[src/rtl/tdm_demux4_pkg.sv]
// Shared types and constants for the 4-slot TDM receive demultiplexer.
package tdm_demux4_pkg;

  typedef enum logic [0:0] {
    StHunt = 1'b0,
    StRun  = 1'b1
  } state_e;

  localparam logic [1:0] SLOT_D3 = 2'b00;
  localparam logic [1:0] SLOT_D2 = 2'b01;
  localparam logic [1:0] SLOT_D1 = 2'b10;
  localparam logic [1:0] SLOT_D0 = 2'b11;

  localparam int unsigned NUM_SLOTS = 4;

endpackage

[src/rtl/tdm_slot_ctr.sv]
// 2-bit slot position counter: clear beats load-to-1 beats increment; wraps 3 -> 0.
module tdm_slot_ctr
  import tdm_demux4_pkg::*;
(
  input  logic       clk,
  input  logic       rst,
  input  logic       clear,
  input  logic       load_one,
  input  logic       incr,
  output logic [1:0] slot
);

  always_ff @(posedge clk or posedge rst) begin
    if (rst) begin
      slot <= SLOT_D3;
    end else if (clear) begin
      slot <= SLOT_D3;
    end else if (load_one) begin
      slot <= SLOT_D2;
    end else if (incr) begin
      slot <= slot + 2'd1;
    end
  end

endmodule

[src/rtl/tdm_demux4.sv]
// TDM receive demux: tracks slot position, stages slots 0-2 and publishes all four channels
// together on the slot-3 beat.
module tdm_demux4
  import tdm_demux4_pkg::*;
#(
  parameter int unsigned WIDTH   = 8,
  parameter bit          SOF_REQ = 1'b1
) (
  input  logic             clk,
  input  logic             rst,
  input  logic             in_valid,
  input  logic [WIDTH-1:0] in_data,
  input  logic             in_sof,
  output logic [WIDTH-1:0] D3,
  output logic [WIDTH-1:0] D2,
  output logic [WIDTH-1:0] D1,
  output logic [WIDTH-1:0] D0,
  output logic             S1,
  output logic             S0,
  output logic             frame_valid,
  output logic             sync_err,
  output logic             locked
);

  state_e state_q, state_d;
  logic [1:0] slot;
  logic ctr_clear, ctr_load, ctr_incr;

  // Slot 3 is never staged; it goes straight to the output register.
  logic [WIDTH-1:0] stage_q [NUM_SLOTS-1];
  logic [WIDTH-1:0] stage_d [NUM_SLOTS-1];
  logic [WIDTH-1:0] out_q   [NUM_SLOTS];
  logic [WIDTH-1:0] out_d   [NUM_SLOTS];
  logic fv_q, fv_d, se_q, se_d;

  tdm_slot_ctr u_slot_ctr (
    .clk      (clk),
    .rst      (rst),
    .clear    (ctr_clear),
    .load_one (ctr_load),
    .incr     (ctr_incr),
    .slot     (slot)
  );

  always_comb begin
    state_d   = state_q;
    stage_d   = stage_q;
    out_d     = out_q;
    fv_d      = 1'b0;
    se_d      = 1'b0;
    ctr_clear = 1'b0;
    ctr_load  = 1'b0;
    ctr_incr  = 1'b0;
    if (in_valid) begin
      unique case (state_q)
        StHunt: begin
          if (in_sof) begin
            stage_d[0] = in_data;
            ctr_load   = 1'b1;
            state_d    = StRun;
          end
        end
        StRun: begin
          if (in_sof && slot != SLOT_D3) begin
            // Early SOF: drop the partial frame and restart from this beat.
            se_d       = 1'b1;
            stage_d[0] = in_data;
            ctr_load   = 1'b1;
          end else if (!in_sof && slot == SLOT_D3 && SOF_REQ) begin
            se_d      = 1'b1;
            ctr_clear = 1'b1;
            state_d   = StHunt;
          end else begin
            ctr_incr = 1'b1;
            unique case (slot)
              SLOT_D3: stage_d[0] = in_data;
              SLOT_D2: stage_d[1] = in_data;
              SLOT_D1: stage_d[2] = in_data;
              SLOT_D0: begin
                out_d[0] = stage_q[0];
                out_d[1] = stage_q[1];
                out_d[2] = stage_q[2];
                out_d[3] = in_data;
                fv_d     = 1'b1;
              end
            endcase
          end
        end
      endcase
    end
  end

  always_ff @(posedge clk or posedge rst) begin
    if (rst) begin
      state_q <= StHunt;
      stage_q <= '{default: '0};
      out_q   <= '{default: '0};
      fv_q    <= 1'b0;
      se_q    <= 1'b0;
    end else begin
      state_q <= state_d;
      stage_q <= stage_d;
      out_q   <= out_d;
      fv_q    <= fv_d;
      se_q    <= se_d;
    end
  end

  assign D3          = out_q[0];
  assign D2          = out_q[1];
  assign D1          = out_q[2];
  assign D0          = out_q[3];
  assign {S1, S0}    = slot;
  assign frame_valid = fv_q;
  assign sync_err    = se_q;
  assign locked      = (state_q == StRun);

endmodule

[config.mk]
export PLATFORM = sky130hd
export DESIGN_NAME = tdm_demux4
export DESIGN_NICKNAME = d
export VERILOG_FILES = /design/src/rtl/tdm_demux4_pkg.sv /design/src/rtl/tdm_slot_ctr.sv /design/src/rtl/tdm_demux4.sv
export SDC_FILE = /design/constraint.sdc
export NUM_CORES = 1
export LEC_CHECK = 0
export CAP_MARGIN = 20
export CORE_MARGIN = 3
export CORE_UTILIZATION = 46
export CTS_CLUSTER_DIAMETER = 80
export CTS_CLUSTER_SIZE = 8
export DETAILED_ROUTE_END_ITERATION = 8
export GPL_ROUTABILITY_DRIVEN = 0
export PLACE_DENSITY = 0.78
export SLEW_MARGIN = 10
export SYNTH_ARGS = -nofsm -noshare
export SYNTH_HDL_FRONTEND = slang
export SYNTH_SLANG_ARGS = --single-unit
[constraint.sdc]
create_clock -name clk -period 1.9 [get_ports clk]
set_input_delay 0.19 -clock clk [delete_from_list [all_inputs] [get_ports clk]]
set_output_delay 0.19 -clock clk [all_outputs]
set_load 0.05 [all_outputs]
======== Word-level counts from Yosys, hierarchy flattened ========
Cells that the tools add are included.
Widths: inputs -> output; s select.
cells by class
  $add $sub $neg .......................... 1
  equality and inequality tests ........... 6
  mux-type cells .......................... 32
  bitwise operators ....................... 3
  reductions and logical operators ........ 10
operators by type and width
  cell                 count
  $mux 8               5
  $mux 24              1
  $mux 1               20
  $pmux 8 s2           1
  $reduce_and 5->1     3
  $mux 2               3
  $eq 2x2->1 const B   2
  $pmux 1 s2           2
  $reduce_and 4->1     1
  $ne 3x1->1 const B   1
  $ne 3x3->1 const B   1
  $not 1->1            3
  $reduce_bool 3->1    1
  $add 2x1->2 const B  1
  $eq 2x1->1 const B   1
  $logic_and 1x1->1    2
  $logic_not 2->1      1
  $ne 2x2->1 const B   1
  $reduce_bool 2->1    1
  $logic_not 1->1      1
storage, ports and cells
  register bits ........................... 61
  output and inout port bits .............. 37
  logic and storage cells ................. 63

======== Logic depth before layout (Yosys ltp) ========
  word-level depth ........................ 9
  gate-level depth with buffers ........... 7
  depth with buffers taken out ............ 7

======== Modules after synthesis ========
A second synthesis with hierarchy kept.
unflattened totals
  cell total of the unflattened synthesis .. 151
  area, all modules ....................... 2384.8 um2
modules (own cells, without submodules)
  module        times used  cells each  area each (um2)
  tdm_demux4    1           142         2283.4
  tdm_slot_ctr  1           9           101.3

======== Least setup slack after synthesis ========
No wires, ideal clock.
  kind .................................... reg-to-reg
  start point ............................. reg u_slot_ctr.slot[1]
  end point ............................... reg out_q, in the netlist D0[0]
  setup time .............................. 0.125 ns
  data arrival time ....................... 2.137 ns
  data required time ...................... 1.775 ns
  setup slack ............................. -0.362 ns
  cell stages (with the launch flop) ...... 8
  buffers on the path ..................... 1
  period minus slack after synthesis ...... 2.262 ns
  path through ............................ dfrtp_1 -> inv_1 -> ha_1 -> ha_1 -> and3_4 -> nand2_4 -> buf_12 -> mux2_4
between the ends
  longest elaborated chain between the ends .. 4
  elaborated cells on any way between the ends .. 8
RTL lines
  item                                                         line                                RTL
  start, declared                                              tdm_slot_ctr.sv:10                  output logic [1:0] slot
  start signal, assigned                                       tdm_slot_ctr.sv:21                  slot <= slot + 2'd1;
  $logic_not 2->1 / $reduce_bool 2->1 (equally long branches)  tdm_demux4.sv:69, tdm_demux4.sv:64
  $logic_and 1x1->1 (on tied branches)                         tdm_demux4.sv:69, tdm_demux4.sv:64
  $not 1->1 (no source line)                                   -
  $reduce_and 5->1 (no source line) (*)                        -
  end signal, assigned                                         tdm_demux4.sv:103                   out_q <= out_d;
  end, declared                                                tdm_demux4.sv:32                    logic [WIDTH-1:0] out_q [NUM_SLOTS];
Mark *: on every way between the ends. The rest lies on a longest branch, timed or not.
A chain may end at the register's enable or synchronous reset.

======== Worst setup path after layout ========
  start point ............................. reg u_slot_ctr.slot[1]
  end point ............................... reg out_q, in the netlist D0[6]
Same word-level chain as after synthesis.

==> metrics <==
synthesis-stage register bit count 61; worst vdd ir 0.000752 V; number of DRC markers in iteration 0 44; Die Area 0.00652 mm2; synth top area cells dfrtp_1 59%, mux2_4 18%, mux2_2 7.9%; Worst Setup SP u_slot_ctr.slot[1]$_DFFE_PP0P_; clock sinks 61; flop2flop setup slack 0.07 ns; via count 1462; # hold bufs at CTS 0; TritonCTS clock tree done; Reg clk slew, reported paths 0.06 ns; final wirelength 4.75 mm; YS warnings 0; Synth cell types 22; Finished Cell Area 0.00338 mm2; fin crit period 1.83 ns; Syn Inst Count 154; highest-count cells in the layout ignoring fill and taps 59 x dfrtp_1, 47 x clkdlybuf4s50_1, 30 x mux2_4; max-slew violation count 0; commonest non-fill, non-tap cell in the layout dfrtp_1; CP max stage cell dfrtp_2; vias in the first global route 1532; vias per inst 4.97; CP Capture Type flip-flop; Clock Skews 0.00817 ns; CTS Buf Count 9; Hold Crit Class input port to async pin; Worst Setup EP D0[6]$_DFFE_PP0P_; Post-synth EDFFs 0; Die Wd 80.7 um; H-tree levels 3; Site Rows 26; nets 239; Synth area leader dfrtp_1; placed inst area 0.00322 mm2; layout cells sized above 1 37.9%; core area 0.00527 mm2; Clk pwr share 15.3%; Fin. Hold Viols 0; actual slew at the worst max-slew pin 0.511 ns; global-route wire length before repair 7.86 mm; Setup violations, final 0; Sequential Power Share 35.3%; Critical Setup Path Class flip-flop to flip-flop; net switching power of the design 2480 uW; final hold slack 0.163 ns; R2R depth 7; port bufs 48; synthesized area 0.00257 mm2; switch share 40.4%; Setup Fix Bufs, Post-CTS 0; status finished clean; total grt overflow 0; ant diodes 0; Area growth, synth to finish 31.4%; Startpoint Class flip-flop; Slew headroom 65.8%; clock latency on the worst-skew pair 0.33 ns; Comb power frac 49.4%; setup TNS 0 ns; CP Data Required Time 2.11 ns; Post-Layout Cell Count 294; Avg Inst Size Synth 16.7 um2; worst r2r dst D0[6]$_DFFE_PP0P_; PD cells 1820 mW/mm2; largest net degree at the start of global routing 27; unrepaired setup endpoints after global routing no; starting density of the core 48.8%; ys flop type dfrtp_1; die height 80.7 um; clk buf depth 2; part of the cycle the worst path needs 96.2%; fmax 0.547 GHz; top-area cell type share of the netlist area 59.4%; WL per Instance 16.1 um; CP max stage delay 0.42 ns; Top Ports 49; DP Cell Count 279; Root Driver clkbuf_8; Worst path most repeated cell ha_4; Critical Path, Cell by Cell inv_2, ha_4, ha_4, and3_4, nand2_4, buf_4, mux2_4; ys async rst share 100%; leak pwr 0.00164 uW; r2r startpoint u_slot_ctr.slot[1]$_DFFE_PP0P_; post-synthesis sequential area ratio 59.4%; DP HPWL 3.41 mm; Cell Int Power 3670 uW; final total power 6150 uW; antenna viol nets, final 0; Worst EP arrival 2.04 ns; GRT Util Overall 16.6%; Max Cap Viol 0; initial antenna violation count 0; Net Count, Synth 173; # DRC 0; CP max FO 5; Initial DRT Pass Iterations 4
==> kinds of logic after synthesis <==
kind of cell / count (synthesis) / synth area share [%]
flops: 61 / 59.4
mux: 49 / 25.8
compound gates: 15 / 4.48
buf+inv: 11 / 3.80
simple gates: 11 / 3.12
fa+ha+maj: 7 / 3.41
==> worst max-delay path, delay by kind of cell (launching register included) <==
family / cells / cell delay [ns]
adder cells (fa/ha/maj): 2 / 0.44
buffers and inverters: 2 / 0.25
flip-flops: 1 / 0.42
multiplexers: 1 / 0.30
AND/OR/NAND/NOR: 2 / 0.30
==> worst min path at each step <==
stage	startpoint	endpoint	slack, ns	cells after the start
3_3_place_gp	stage_q[4]$_DFFE_PP0P_	D1[4]$_DFFE_PP0P_	0.48	1
6_report	rst	D1[5]$_DFFE_PP0P_	0.16	2
5_1_grt	rst	stage_q[12]$_DFFE_PP0P_	0.18	2
4_1_cts	rst	stage_q[12]$_DFFE_PP0P_	0.16	2
2_1_floorplan	in_data[0]	stage_q[16]$_DFFE_PP0P_	0.32	1
3_5_place_dp	stage_q[7]$_DFFE_PP0P_	D1[7]$_DFFE_PP0P_	0.49	1
==> power by group through the flow <==
stage | Clock [uW] | Combinational (uW) | Sequential, uW
finish | 944 | 3040 | 2170
detailed placement | 0 | 3070 | 2190
global placement | 0 | 3020 | 2170
CTS | 972 | 3070 | 2180
global route | 1050 | 3190 | 2230
floorplan | 0 | 1030 | 3280
==> flip-flops by register name, indices dropped and copies added, names as in the netlist <==
| name | flops |
|---|---|
| D1 | 8 |
| stage_q | 24 |
| D3 | 8 |
| u_slot_ctr.slot | 2 |
| frame_valid | 1 |
| D2 | 8 |
| D0 | 8 |
| sync_err | 1 |
| locked | 1 |
==> area by class of cell <==
class | instances | area (um2)
Clock inverter | 2 | 10.0
Sequential cell | 61 | 1530
Timing Repair Buffer | 60 | 607
Inverter | 6 | 22.5
Tap cell | 70 | 87.6
Multi-Input combinational cell | 82 | 971
Clock buffer | 13 | 149
Fill cell | 425 | 1890
==> Yosys cell counts, drive strengths merged, types with 2 or more instances <==
master  count
a21oi       2
a22o        8
a31oi       3
buf         5
dfrtp      61
ha          7
inv         6
mux2       48
nand2       4
nor2        2
==> metrics by stage <==
stage | setup slack [ns] | util, %
final | 0.0716 | 64.1
after detailed placement | -0.0291 | 61.1
after global placement | -0.0145 | 61.1
after global routing | 0.0130 | 64.1
after floorplan | -0.0507 | -
after CTS | 0.0665 | 64.1
==> per-layer routing <==
layer  GRT usage, %  part of all wire [%]  routed length (um)
met1           22.9                    47                2220
met2           23.5                    46                2170
met3           6.21                   5.4                 255
met4           7.09                   2.0                  95
met5              0                     0                   0
==> timing repair <==
| item | CTS | global route |
|---|---|---|
| endpoints found under the hold margin | 0 | 0 |
| setup endpoints to repair | 1 | 0 |
| resized for setup | 1 | 0 |
(Power assumes the default switching activity.)
